[src/rtl/uart_tx.sv]
// rtl/uart_tx.sv - 8N1 serial transmitter with optional trailing CRC-8 frame
//
// Ports:
//   clk             : system clock, rising edge
//   rst_i           : synchronous active-high reset
//   tx_en_i         : transmitter enable; low aborts to idle
//   crc_en_i        : append CRC-8 frame after data frame (sampled at start)
//   clock_divider_i : bit period = clock_divider_i + 1 clk cycles (sampled at start)
//   tx_start_cmd_i  : one-cycle start pulse
//   tx_data_i       : byte to send (sampled at start)
//   tx_o            : registered serial line, idle high
//   busy_o          : high while a transmission is in progress
//   done_o          : one-cycle pulse in the last cycle of the final stop bit
//
// Configuration macro: UART_TX_CRC_EN compiles in the CRC frame logic;
// without it crc_en_i is ignored and every transmission is one data frame.

module uart_tx (
    input  logic        clk,
    input  logic        rst_i,
    input  logic        tx_en_i,
    input  logic        crc_en_i,
    input  logic [15:0] clock_divider_i,
    input  logic        tx_start_cmd_i,
    input  logic [7:0]  tx_data_i,
    output logic        tx_o,
    output logic        busy_o,
    output logic        done_o
);

    typedef enum logic [1:0] {IDLE, START, DATA, STOP} state_t;

    state_t      state_q, state_d;
    logic [15:0] div_q, div_d;
    logic [15:0] timer_q, timer_d;
    logic [7:0]  shift_q, shift_d;
    logic [2:0]  bit_q, bit_d;
    logic        tx_q, tx_d;
    logic        bit_end;
    logic        crc_next_frame;

`ifdef UART_TX_CRC_EN
    logic       crc_en_q, crc_en_d;
    logic       crc_phase_q, crc_phase_d;
    logic [7:0] data_q, data_d;
    logic [7:0] crc_byte;

    // CRC-8, poly 0x07, init 0, no reflection, no final xor, over the latched byte.
    always_comb begin
        crc_byte = data_q;
        for (int i = 0; i < 8; i++) begin
            if (crc_byte[7])
                crc_byte = {crc_byte[6:0], 1'b0} ^ 8'h07;
            else
                crc_byte = {crc_byte[6:0], 1'b0};
        end
    end

    assign crc_next_frame = crc_en_q & ~crc_phase_q;
`else
    logic unused_crc_en;
    assign unused_crc_en  = crc_en_i;
    assign crc_next_frame = 1'b0;
`endif

    // The current bit period ends in the cycle the down-counter reads zero.
    assign bit_end = (timer_q == 16'd0);

    always_comb begin
        state_d = state_q;
        div_d   = div_q;
        timer_d = timer_q;
        shift_d = shift_q;
        bit_d   = bit_q;
        tx_d    = tx_q;
        done_o  = 1'b0;
`ifdef UART_TX_CRC_EN
        crc_en_d    = crc_en_q;
        crc_phase_d = crc_phase_q;
        data_d      = data_q;
`endif
        if (!tx_en_i) begin
            state_d = IDLE;
            tx_d    = 1'b1;
            timer_d = 16'd0;
            bit_d   = 3'd0;
        end else begin
            case (state_q)
                IDLE: begin
                    tx_d = 1'b1;
                    if (tx_start_cmd_i) begin
                        state_d = START;
                        tx_d    = 1'b0;
                        div_d   = clock_divider_i;
                        timer_d = clock_divider_i;
                        shift_d = tx_data_i;
                        bit_d   = 3'd0;
`ifdef UART_TX_CRC_EN
                        crc_en_d    = crc_en_i;
                        crc_phase_d = 1'b0;
                        data_d      = tx_data_i;
`endif
                    end
                end
                START: begin
                    if (bit_end) begin
                        state_d = DATA;
                        tx_d    = shift_q[0];
                        timer_d = div_q;
                        bit_d   = 3'd0;
                    end else begin
                        timer_d = timer_q - 16'd1;
                    end
                end
                DATA: begin
                    if (bit_end) begin
                        timer_d = div_q;
                        if (bit_q == 3'd7) begin
                            state_d = STOP;
                            tx_d    = 1'b1;
                        end else begin
                            // tx is registered, so present the next bit from shift_q[1].
                            shift_d = {1'b0, shift_q[7:1]};
                            tx_d    = shift_q[1];
                            bit_d   = bit_q + 3'd1;
                        end
                    end else begin
                        timer_d = timer_q - 16'd1;
                    end
                end
                STOP: begin
                    if (bit_end) begin
                        if (crc_next_frame) begin
                            // Chain straight into the CRC frame with no idle gap.
                            state_d = START;
                            tx_d    = 1'b0;
                            timer_d = div_q;
`ifdef UART_TX_CRC_EN
                            crc_phase_d = 1'b1;
                            shift_d     = crc_byte;
`endif
                        end else begin
                            state_d = IDLE;
                            tx_d    = 1'b1;
                            done_o  = 1'b1;
                        end
                    end else begin
                        timer_d = timer_q - 16'd1;
                    end
                end
                default: begin
                    state_d = IDLE;
                    tx_d    = 1'b1;
                end
            endcase
        end
    end

    always_ff @(posedge clk) begin
        if (rst_i) begin
            state_q <= IDLE;
            div_q   <= 16'd0;
            timer_q <= 16'd0;
            shift_q <= 8'd0;
            bit_q   <= 3'd0;
            tx_q    <= 1'b1;
`ifdef UART_TX_CRC_EN
            crc_en_q    <= 1'b0;
            crc_phase_q <= 1'b0;
            data_q      <= 8'd0;
`endif
        end else begin
            state_q <= state_d;
            div_q   <= div_d;
            timer_q <= timer_d;
            shift_q <= shift_d;
            bit_q   <= bit_d;
            tx_q    <= tx_d;
`ifdef UART_TX_CRC_EN
            crc_en_q    <= crc_en_d;
            crc_phase_q <= crc_phase_d;
            data_q      <= data_d;
`endif
        end
    end

    assign tx_o   = tx_q;
    assign busy_o = (state_q != IDLE);

endmodule
[config.mk]
export PLATFORM = sky130hd
export DESIGN_NAME = uart_tx
export DESIGN_NICKNAME = d
export VERILOG_FILES = /design/src/rtl/uart_tx.sv
export SDC_FILE = /design/constraint.sdc
export NUM_CORES = 1
export LEC_CHECK = 0
export BUFFER_PORTS_ARGS = -buffer_cell sky130_fd_sc_hd__buf_2
export CAP_MARGIN = 20
export CORE_ASPECT_RATIO = 1.4
export CORE_MARGIN = 8
export CORE_UTILIZATION = 52
export CTS_BUF_LIST = sky130_fd_sc_hd__clkbuf_16
export CTS_CLUSTER_DIAMETER = 150
export DETAILED_ROUTE_END_ITERATION = 8
export GPL_TIMING_DRIVEN = 0
export PLACE_DENSITY = 0.83
export SYNTH_ARGS = -nofsm -noshare
export SYNTH_HDL_FRONTEND = slang
export SYNTH_SLANG_ARGS = --single-unit
[constraint.sdc]
create_clock -name clk -period 2.1 [get_ports clk]
set_input_delay 0.42 -clock clk [delete_from_list [all_inputs] [get_ports clk]]
set_output_delay 0.42 -clock clk [all_outputs]
set_load 0.1 [all_outputs]
## Word-level counts from Yosys, hierarchy flattened

Cells that the tools add are included.

| operators by class | value |
|---|---|
| bitwise logic cells | 1 |
| reduce and logical (&&, ||, !) cells | 13 |
| $add $sub $neg | 2 |
| multiplexer cells | 28 |
| equal/unequal tests | 11 |

Operators with widths:

| operator | count |
|---|---|
| $mux W16 | 3 |
| $pmux W16 S3 | 1 |
| $mux W8 | 3 |
| $logic_not A16 Y1 | 1 |
| $pmux W8 S2 | 1 |
| $sub A16 B1 Y16 const B | 1 |
| $reduce_and A5 Y1 | 3 |
| $ne A2 B2 Y1 const B | 7 |
| $mux W3 | 4 |
| $mux W2 | 5 |
| $pmux W3 S3 | 1 |
| $mux W1 | 8 |
| $pmux W2 S4 | 1 |
| $reduce_and A3 Y1 | 2 |
| $eq A2 B2 Y1 const B | 2 |
| $pmux W1 S4 | 1 |
| $reduce_bool A2 Y1 | 2 |
| $reduce_or A2 Y1 | 2 |
| $add A3 B1 Y3 const B | 1 |
| $eq A3 B3 Y1 const B | 1 |
| $reduce_bool A3 Y1 | 1 |
| $eq A2 B1 Y1 const B | 1 |
| $logic_not A2 Y1 | 1 |
| $reduce_and A2 Y1 | 1 |
| $not A1 Y1 | 1 |

| word-level totals | value |
|---|---|
| register bits | 46 |
| output and inout port bits | 3 |
| word-level logic and storage cells | 61 |
| input bits | 29 |

## Longest topological paths before layout

Gate-level depths: netlist of the first run.

| depth | value |
|---|---|
| word-level depth | 4 |
| gate-level depth with buffers | 9 |
| mapped depth without buffers | 7 |

## Worst setup path after synthesis of the first run

Ideal clock, no wire load.

| timing | value |
|---|---|
| kind | register -> output |
| from | register timer_q[0] |
| to | output port done_o |
| arrival time | 2270 ps |
| path buffers | 2 |
| required time | 1680 ps |
| stages on the path, launching flop included | 8 |
| setup slack | -590 ps |
| cell sequence | dfxtp_1 inv_1 ha_1 nor3b_1 and3_1 clkbuf_1 buf_2 and4_1 |

| between the ends | value |
|---|---|
| word-level cells in the longest chain between the ends | 4 |

RTL lines:

| item | line | RTL |
|---|---|---|
| start, declared | 35 | `logic [15:0] timer_q, timer_d;` |
| start signal, assigned | 175 | `timer_q <= timer_d;` |
| $logic_not A16 Y1 | 67 | `assign bit_end = (timer_q == 16'd0);` |
| $mux W1 | 132 | `if (bit_end) begin` |
| $mux W1 | 88 | `case (state_q)` |
| $mux W1 | 82 | `if (!tx_en_i) begin` |
| end, declared | 28 | `output logic done_o` |

Every way passes these cells.

## Final worst setup path of the first run

| timing | value |
|---|---|
| from | register timer_q[1] |
| to | output port done_o |

Same word-level chain as after synthesis.

==> flow_metrics.py, run 1 <==
metrics = {
    "detailed_routing": {
        "dr.pass1.iters": 6,
        "drc": 0,
        "drt_wl_total_um": 10100,
        "ant_nets": 0,
        "first_iter_violations": 474,
        "via_per_inst": 6.87,
        "avgRoutedWirePerCell_um": 21.9,
        "routed-via-count": 3162,
    },
    "floorplan": {
        "die_width_um": 76.8,
        "num_rows": 31,
        "ios": 32,
        "start_util_pct": 53.0,
        "die-area_sq_um": 7780,
        "coreArea_sq_um": 5080,
        "die_h_um": 101,
    },
    "place": {
        "io_buffers": 29,
        "dp_hpwl_um": 5460,
        "dp.cells": 428,
        "routabilityCongestion": 0.877,
    },
    "layout": {
        "n_antenna_cell": 0,
        "final-instance-count-excl-fill": 460,
        "fin_nets": 429,
        "syn_to_final_growth_pct": 36.3,
        "final-seq-area_sq_um": 937,
        "fillerInstances": 345,
        "final_layout_size_suffix_gt1_share_pct": 32.0,
        "multiInputGateArea_sq_um": 1890,
        "final_core_util_pct": 72.3,
    },
    "synthesis": {
        "yosysUniqueCellTypes": 56,
        "synth_area_leader_cell": "dfxtp_1",
        "ys.flop_type": "dfxtp_1",
        "synth.top_cells.by_count": "nand2_1 (57), dfxtp_1 (46), a21oi_1 (27), clkbuf_1 (21), mux2i_1 (15)",
        "synth_area_per_cell_sq_um": 8.09,
        "synth_area_sq_um": 2700,
        "synthArstFlopShare_pct": 0,
        "yosysWarnings": 0,
        "ys_top_cells_by_area": "dfxtp_1 (34%), nand2_1 (7.9%), mux2i_1 (5.6%)",
        "synth_edf_count": 0,
        "netlist.area_leader.share_pct": 34.2,
        "yosysSeqAreaShare_pct": 34.2,
        "yosysMostFrequentCell": "nand2_1",
        "ys_ff_latch": 46,
        "syn_nets": 369,
        "netlist_instances": 333,
    },
    "critical_path": {
        "cp.required_ps": 1680,
        "crit_type": "reg -> out",
        "rr_worst_depth": 10,
        "crit_path_end_kind": "output pin",
        "critPathMaxFanout": 7,
        "critPathArrivalTime_ps": 1950,
        "start_kind": "flip-flop",
    },
    "clocking": {
        "clk_pin_slew_ps": 70,
        "clk_latency_ps": 300,
        "clock_sinks": 46,
        "cts_tree": "done",
        "cts_hold_buf": 0,
        "clockRootBuffer": "clkbuf_16",
        "numCtsBuffers": 5,
        "htreeDepth": 2,
        "cts.path.max_buffers": 2,
    },
    "timing": {
        "setup_viol": 20,
        "slew_headroom_pct": 57.0,
        "grt_setup_unrepaired": "true",
        "finalCriticalPeriod_ps": 2370,
        "setup_ws_ps": -267,
        "worst_pin_slew_ps": 646,
        "period_share_pct": 113,
        "slew_viol_final": 0,
        "fmax_mhz": 422,
        "finalClockSkew_ps": 9.92,
        "timing.final.hold_violations": 0,
        "whs_ps": 362,
    },
    "global_route": {
        "antenna_found_initial": 0,
        "grt_pass1_vias": 2983,
        "grt_overflow": 0,
        "grt_max_degree": 15,
        "grt_pass1_wl_um": 14100,
        "grt_usage_pct": 22.4,
    },
    "outcome": {
        "failed_checks": "negative setup slack",
        "status": "complete, but fails checks",
    },
    "min_path": {
        "min_path_cells": 3,
        "min_path_type": "in -> reg",
    },
    "flow_run": {
        "max_cap_viol_count": 0,
    },
    "pwr": {
        "vdd_drop_max_mv": 0.507,
        "power_leakage_nw": 1.39,
        "power_density_nw_per_um2": 758,
    },
}
## state kept, by name (all words and copies together), names as in the netlist
signal,flops
state_q,2
tx_o,1
div_q,16
bit_q,3
timer_q,16
shift_q,8
## worst max-delay path, cell delays in order, from the launching register on
cell	delay (ps)
dfxtp_4	360
inv_4	60
ha_4	160
nor3b_4	260
and3_4	260
buf_8	130
and4_4	250
buf_12	170
## layout by cell type (no fill, tap or decap), types with 3 or more instances in the layout
cell type and instances:
a211oi_1 6, a21oi_1 27, a221oi_2 6, a311oi_1 7, a31oi_1 4, buf_2 27
buf_4 27, buf_6 5, buf_8 4, clkbuf_1 12, clkbuf_16 6, dfxtp_1 41
dfxtp_4 4, ha_1 4, inv_1 6, mux2i_1 14, nand2_1 57, nand2b_1 7
nand3_1 9, nand4_1 6, nand4b_1 3, nor2_1 12, nor3_1 5, nor3_2 3
o21ai_0 12, o31ai_1 3, o31ai_4 3, or3_1 3, xnor2_1 5
## area by class of cell
class	instances	area share, %
buffer	20	3.71
clock buffer	5	3.41
clock inverter	3	1.02
inverter	8	0.954
multi-input combinational	253	51.3
sequential	46	25.5
tap	66	2.25
timing repair buffer	59	11.8
## timing repair
action,CTS,global route
resized for setup,42,41
setup endpoints to repair,42,40
gates cloned,0,2
buffers inserted,10,20
pin swaps,2,22
## per-stage QoR
step / setup slack (ps) / TNS, ps / power [W] / cell area (sq um)
finish: -267 / -2890 / 0.00278 / 3670
global route: -290 / -3990 / 0.00285 / 3670
CTS: -254 / -1370 / 0.00254 / 3300
detailed placement: -770 / -14250 / 0.00156 / 2930
global placement: -755 / -13560 / 0.00155 / 2930
floorplan: -348 / -499 / 0.00140 / 2700
## final timing paths
path	slack (ps)	from	endpoint
hold / removal	360	clock_divider_i[14]	div_q[14]$_SDFFE_PP0P_
setup reg to reg	-240	timer_q[1]$_SDFFE_PP0P_	shift_q[7]$_SDFFE_PP0P_
setup / recovery	-270	timer_q[1]$_SDFFE_PP0P_	done_o
hold reg to reg	460	div_q[8]$_SDFFE_PP0P_	div_q[8]$_SDFFE_PP0P_
## metal layers
layer / vias up / GRT usage, % / part of all wire [%]
met5: - / 0 / 0
met3: 71 / 6.39 / 8.9
met1: 1480 / 23.2 / 36
met4: 0 / 17.8 / 5.1
li1: 1362 / - / -
met2: 249 / 37.6 / 50
## where the power goes
part / switching (W) / internal (W) / leakage [nW]
clock network: 0.000357 / 0.000554 / 0.0826
registers: 0.0000527 / 0.000920 / 0.379
logic: 0.000523 / 0.000375 / 0.928
## cells by family (layout without fill, tap and decap cells)
group | count (synthesis) | after routing | share of synthesized area [%]
fa+ha+maj | 7 | 7 | 3.25
flops | 46 | 46 | 34.2
compound gates | 100 | 100 | 26.7
buf+inv | 35 | 95 | 5.85
mux | 15 | 15 | 5.57
xor+xnor | 6 | 6 | 1.95
simple gates | 124 | 125 | 22.5
Power figures use the tool's default switching activity.
==> run 2: changes to the inputs <==
Settings changed: CORE_UTILIZATION 52 to 54, CTS_BUF_LIST sky130_fd_sc_hd__clkbuf_16 to sky130_fd_sc_hd__clkbuf_2, CTS_CLUSTER_SIZE set to 8, PLACE_DENSITY 0.83 to 0.86.
==> run 2 against run 1 <==
  * The flow still finishes with violations (negative setup slack)
  * Sequential share of layout area is 1.4 points higher
  * Core utilization is 0.18 points higher
  * Worst setup slack worse by 190 ps
  * Flip-flop and latch count stayed put
  * Die area is 3.0% lower
  * Critical endpoint unchanged
  * Highest routed layer unchanged
==> flow_metrics.py, run 2 (same netlist as run 1, synthesis figures left out) <==
metrics = {
    "timing": {
        "fmax_mhz": 392,
        "slew_headroom_pct": 55.7,
        "grt_setup_unrepaired": "true",
        "finalCriticalPeriod_ps": 2550,
        "timing.final.hold_violations": 0,
        "slew_viol_final": 0,
        "period_share_pct": 122,
        "setup_viol": 21,
        "worst_pin_slew_ps": 665,
        "whs_ps": 137,
        "finalClockSkew_ps": 53.1,
        "setup_ws_ps": -453,
    },
    "critical_path": {
        "critPathArrivalTime_ps": 2130,
        "slowest_delay_ps": 530,
        "crit_path_end_kind": "output pin",
        "start_kind": "flip-flop",
        "r2r_start": "timer_q[11]$_SDFFE_PP0P_",
        "crit_type": "reg -> out",
        "cp.required_ps": 1680,
        "crit_chain": "or4_4 > nor3_4 > buf_6 > and4_4 > buf_12",
        "r2r-end": "shift_q[1]$_SDFFE_PP0P_",
        "critPathMaxFanout": 2,
        "cp_slowest_cell": "or4_4",
        "rr_worst_depth": 8,
        "reg2reg_slack_ps": -430,
    },
    "floorplan": {
        "coreArea_sq_um": 4840,
        "die_width_um": 75.7,
        "start_util_pct": 55.7,
        "num_rows": 30,
        "die-area_sq_um": 7540,
        "ios": 32,
        "die_h_um": 99.6,
    },
    "layout": {
        "final_layout_size_suffix_gt1_share_pct": 30.4,
        "fin_area_sq_um": 3510,
        "final_cell_mix": "nand2_1 (57), dfxtp_1 (40), a21oi_1 (27), buf_2 (27), buf_4 (25)",
        "reg_top3": "div_q (16), timer_q (16), shift_q (8)",
        "n_antenna_cell": 0,
        "fillerInstances": 326,
        "final-seq-area_sq_um": 943,
        "multiInputGateArea_sq_um": 1850,
        "fin_nets": 426,
        "syn_to_final_growth_pct": 30.2,
        "layout_commonest_cell": "nand2_1",
    },
    "detailed_routing": {
        "drt_wl_total_um": 9270,
        "drc": 0,
        "via_per_inst": 6.76,
        "ant_nets": 0,
        "dr.pass1.iters": 5,
        "routed-via-count": 3076,
        "avgRoutedWirePerCell_um": 20.4,
        "first_iter_violations": 435,
    },
    "global_route": {
        "antenna_found_initial": 0,
        "grt_usage_pct": 23.4,
        "grt_pass1_wl_um": 14000,
        "grt_pass1_vias": 2948,
        "grt_overflow": 0,
        "grt_max_degree": 15,
    },
    "clocking": {
        "cts.path.max_buffers": 2,
        "numCtsBuffers": 5,
        "clock_sinks": 46,
        "clk_pin_slew_ps": 280,
        "htreeDepth": 2,
        "cts_tree": "done",
        "clk_latency_ps": 470,
        "clockRootBuffer": "clkbuf_2",
        "cts_hold_buf": 0,
    },
    "outcome": {
        "failed_checks": "negative setup slack",
        "status": "complete, but fails checks",
    },
    "place": {
        "dp_hpwl_um": 5340,
        "dpl_cell_area_sq_um": 2930,
        "routabilityCongestion": 0.865,
        "io_buffers": 29,
    },
    "min_path": {
        "min_path_cells": 3,
        "hold_path_end": "div_q[14]$_SDFFE_PP0P_",
        "min_path_type": "in -> reg",
        "min_from": "clock_divider_i[14]",
    },
    "pwr": {
        "power_density_nw_per_um2": 673,
        "power_leakage_nw": 1.34,
        "vdd_drop_max_mv": 0.461,
    },
    "flow_run": {
        "max_cap_viol_count": 0,
    },
}
## run 2: timing repair
item,4_1_cts,5_1_grt
buffers inserted,15,12
resized for setup,56,23
setup endpoints to repair,42,31
pin swaps,14,6
hold endpoints to repair,0,0
## run 2: critical path: cells and delay by family, from the launching register on
| family | cells | cell delay [ps] |
|---|---|---|
| buffers and inverters | 2 | 300 |
| and+or+nand+nor | 3 | 940 |
| DFF | 1 | 420 |
## run 2: routing by layer
metal	wire length (um)	GRT usage, %
met1	3460	25.9
met2	4470	38.4
met3	808	4.73
met4	527	15.8
met5	0	0
## run 2: area by class of cell
class | instances | area share [%]
plain buffers | 22 | 4.60
clock buffers | 6 | 0.856
clock inverters | 2 | 1.03
inverters | 8 | 0.856
multi-input cells | 252 | 52.7
flip-flops and latches | 46 | 26.9
well taps | 64 | 2.28
repair buffers | 55 | 10.8
## run 2: worst max-delay path by stage
| stage | from | cells past startpoint | to | slack, ps |
|---|---|---|---|---|
| 2_1_floorplan | timer_q[0]$_SDFFE_PP0P_ | 7 | done_o | -350 |
| 3_3_place_gp | timer_q[0]$_SDFFE_PP0P_ | 8 | done_o | -750 |
| 3_5_place_dp | timer_q[0]$_SDFFE_PP0P_ | 8 | done_o | -790 |
| 4_1_cts | timer_q[11]$_SDFFE_PP0P_ | 5 | done_o | -450 |
| 5_1_grt | timer_q[10]$_SDFFE_PP0P_ | 5 | done_o | -520 |
| 6_report | timer_q[11]$_SDFFE_PP0P_ | 5 | done_o | -450 |
## run 2: metrics by stage
stage                     util [%]  TNS, ps  std cells  total power, W  worst slack (ps)
after global placement        60.5   -12840        426         0.00155              -749
final                         72.5    -5540        455         0.00236              -453
after CTS                     68.6    -4070        444         0.00221              -450
after floorplan                  -     -499        333         0.00140              -348
after detailed placement      60.5   -15160        426         0.00156              -795
after global routing          72.5    -6480        455         0.00245              -525
## run 2: report_power, final
group	internal [W]	switching, W
clock network	0.000208	0.000322
logic	0.000357	0.000507
registers	0.000921	0.0000473
==> run 3: changes to the inputs <==
Settings changed: CELL_PAD_IN_SITES_DETAIL_PLACEMENT set to 0, CELL_PAD_IN_SITES_GLOBAL_PLACEMENT set to 1, CORE_UTILIZATION 54 to 41, PLACE_DENSITY 0.86 to 0.87.
==> run 3 against run 2 <==
  * Flip-flop and latch count unchanged
  * First-iteration DRC count down 37%
  * Final cell count up 2.4%
  * Critical path type unchanged
  * The run still ends with negative setup slack left
  * Sequential power about the same
  * Worst setup slack better by 24 ps
==> flow_metrics.py, run 3 (same netlist as run 1, synthesis figures left out) <==
metrics = {
    "critical_path": {
        "crit_path_end_kind": "output pin",
        "cp_slowest_cell": "or4_4",
        "slowest_delay_ps": 550,
        "crit_type": "reg -> out",
        "critPathArrivalTime_ps": 2110,
        "rr_worst_depth": 8,
        "crit_chain": "or4_4 > nor3_4 > buf_6 > and4_4 > buf_12",
        "cp.required_ps": 1680,
        "critPathBufInv": 2,
        "crit_cells": 5,
        "cp_top_family": "simple AND/OR/NAND/NOR gates",
        "critPathMaxFanout": 2,
        "start_kind": "flip-flop",
    },
    "clocking": {
        "clockRootBuffer": "clkbuf_2",
        "cts.path.max_buffers": 2,
        "clock_sinks": 46,
        "numCtsBuffers": 5,
        "cts_hold_buf": 0,
        "clk_latency_ps": 440,
        "htreeDepth": 2,
        "clk_pin_slew_ps": 260,
        "cts_tree": "done",
    },
    "layout": {
        "fin_nets": 427,
        "layout_commonest_cell": "nand2_1",
        "final_layout_size_suffix_gt1_share_pct": 30.4,
        "reg_top3": "div_q (16), timer_q (16), shift_q (8)",
        "n_antenna_cell": 0,
        "final_cell_mix": "nand2_1 (57), dfxtp_1 (40), a21oi_1 (27), buf_2 (27), buf_4 (27)",
        "syn_to_final_growth_pct": 28.6,
    },
    "floorplan": {
        "die_width_um": 84.5,
        "start_util_pct": 41.6,
        "num_rows": 35,
        "die_h_um": 112,
        "die-area_sq_um": 9460,
        "coreArea_sq_um": 6480,
        "ios": 32,
    },
    "timing": {
        "worst_pin_slew_ps": 622,
        "period_share_pct": 120,
        "slew_headroom_pct": 58.5,
        "finalCriticalPeriod_ps": 2530,
        "grt_setup_unrepaired": "true",
        "fin_setup_tns_ps": -3830,
        "timing.final.hold_violations": 0,
        "setup_ws_ps": -430,
        "setup_viol": 16,
        "fmax_mhz": 395,
        "finalClockSkew_ps": 12.6,
        "slew_viol_final": 0,
    },
    "pwr": {
        "combPwrFrac_pct": 37.7,
        "power_switching_share_pct": 38.1,
        "internal_power_w": 0.00135,
        "p_seq_share_pct": 44.3,
        "vdd_drop_max_mv": 0.313,
        "power_leakage_nw": 1.30,
        "power_density_nw_per_um2": 631,
        "p_switching_w": 0.000834,
        "power_w": 0.00219,
        "clockPowerShare_pct": 18.0,
    },
    "place": {
        "routabilityCongestion": 0.819,
        "io_buffers": 29,
        "dp_hpwl_um": 5690,
    },
    "global_route": {
        "grt_pass1_vias": 2777,
        "antenna_found_initial": 0,
        "grt_pass1_wl_um": 13900,
        "grt_max_degree": 15,
        "grt_overflow": 0,
        "grt_usage_pct": 17.9,
    },
    "detailed_routing": {
        "via_per_inst": 6.24,
        "avgRoutedWirePerCell_um": 18.7,
        "routed-via-count": 2909,
        "drt_wl_total_um": 8720,
        "dr.pass1.iters": 5,
        "ant_nets": 0,
        "drc": 0,
        "first_iter_violations": 273,
    },
    "min_path": {
        "min_path_type": "in -> reg",
        "min_path_cells": 3,
    },
    "outcome": {
        "failed_checks": "negative setup slack",
        "status": "complete, but fails checks",
    },
    "flow_run": {
        "max_cap_viol_count": 0,
    },
}
run 3: cell types whose count changed in the layout (fill, tap and decap cells not counted), sizes merged:
cell,before,now
clkinv,0,2
inv,9,8
clkinvlp,0,1
bufinv,1,0
run 3: metal layers:
layer | GRT usage [%] | vias to the layer above | routed length, um
met1 | 20.9 | 1365 | 3520
met3 | 3.39 | 34 | 542
met2 | 30.8 | 156 | 4370
met5 | 0 | - | 0
met4 | 7.64 | 0 | 286
li1 | - | 1354 | -
run 3: worst paths after layout:
check | end | start | slack (ps)
setup reg to reg | shift_q[7]$_SDFFE_PP0P_ | timer_q[10]$_SDFFE_PP0P_ | -290
hold / removal | div_q[8]$_SDFFE_PP0P_ | clock_divider_i[8] | 180
hold reg to reg | div_q[4]$_SDFFE_PP0P_ | div_q[4]$_SDFFE_PP0P_ | 470
setup / recovery | done_o | timer_q[10]$_SDFFE_PP0P_ | -430
run 3: through the flow:
stage / setup slack [ps] / cell area [sq um] / hold WS, ps / instances / util (%)
2_1_floorplan: -348 / 2700 / 436 / 333 / -
3_3_place_gp: -819 / 2940 / 442 / 436 / 45.4
3_5_place_dp: -831 / 2940 / 450 / 436 / 45.4
4_1_cts: -468 / 3320 / 174 / 454 / 51.2
5_1_grt: -498 / 3460 / 163 / 466 / 53.5
6_report: -430 / 3460 / 177 / 466 / 53.5
run 3: worst reg2reg max path: stages (launching register included):
cell and delay [ps]:
dfxtp_4 400, or4_4 550, buf_4 160, or3_1 320, buf_6 150, o31ai_4 290, buf_6 170, a21oi_1 60
a41o_2 220
run 3: final cells by class:
| cell class | instances | area (sq um) |
|---|---|---|
| Buffer | 20 | 139 |
| Tap cell | 74 | 92.6 |
| Timing Repair Buffer | 58 | 400 |
| Multi-Input combinational cell | 252 | 1820 |
| Sequential cell | 46 | 938 |
| Clock buffer | 5 | 25.0 |
| Clock inverter | 3 | 16.3 |
| Inverter | 8 | 32.5 |
| Fill cell | 625 | 3020 |
run 3: power by group through the flow:
stage	Clock (W)	Combinational [W]	Sequential, W
after floorplan	0	0.000423	0.000981
after CTS	0.000400	0.000733	0.000965
after global routing	0.000439	0.000878	0.000976
final	0.000395	0.000824	0.000969
after detailed placement	0	0.000589	0.000982
after global placement	0	0.000584	0.000980
run 3: repair_timing:
item	in CTS	in global routing
gates resized for setup	60	16
setup endpoints to repair	42	39
cloned	1	0
pin swaps	9	15
setup buffers	15	14
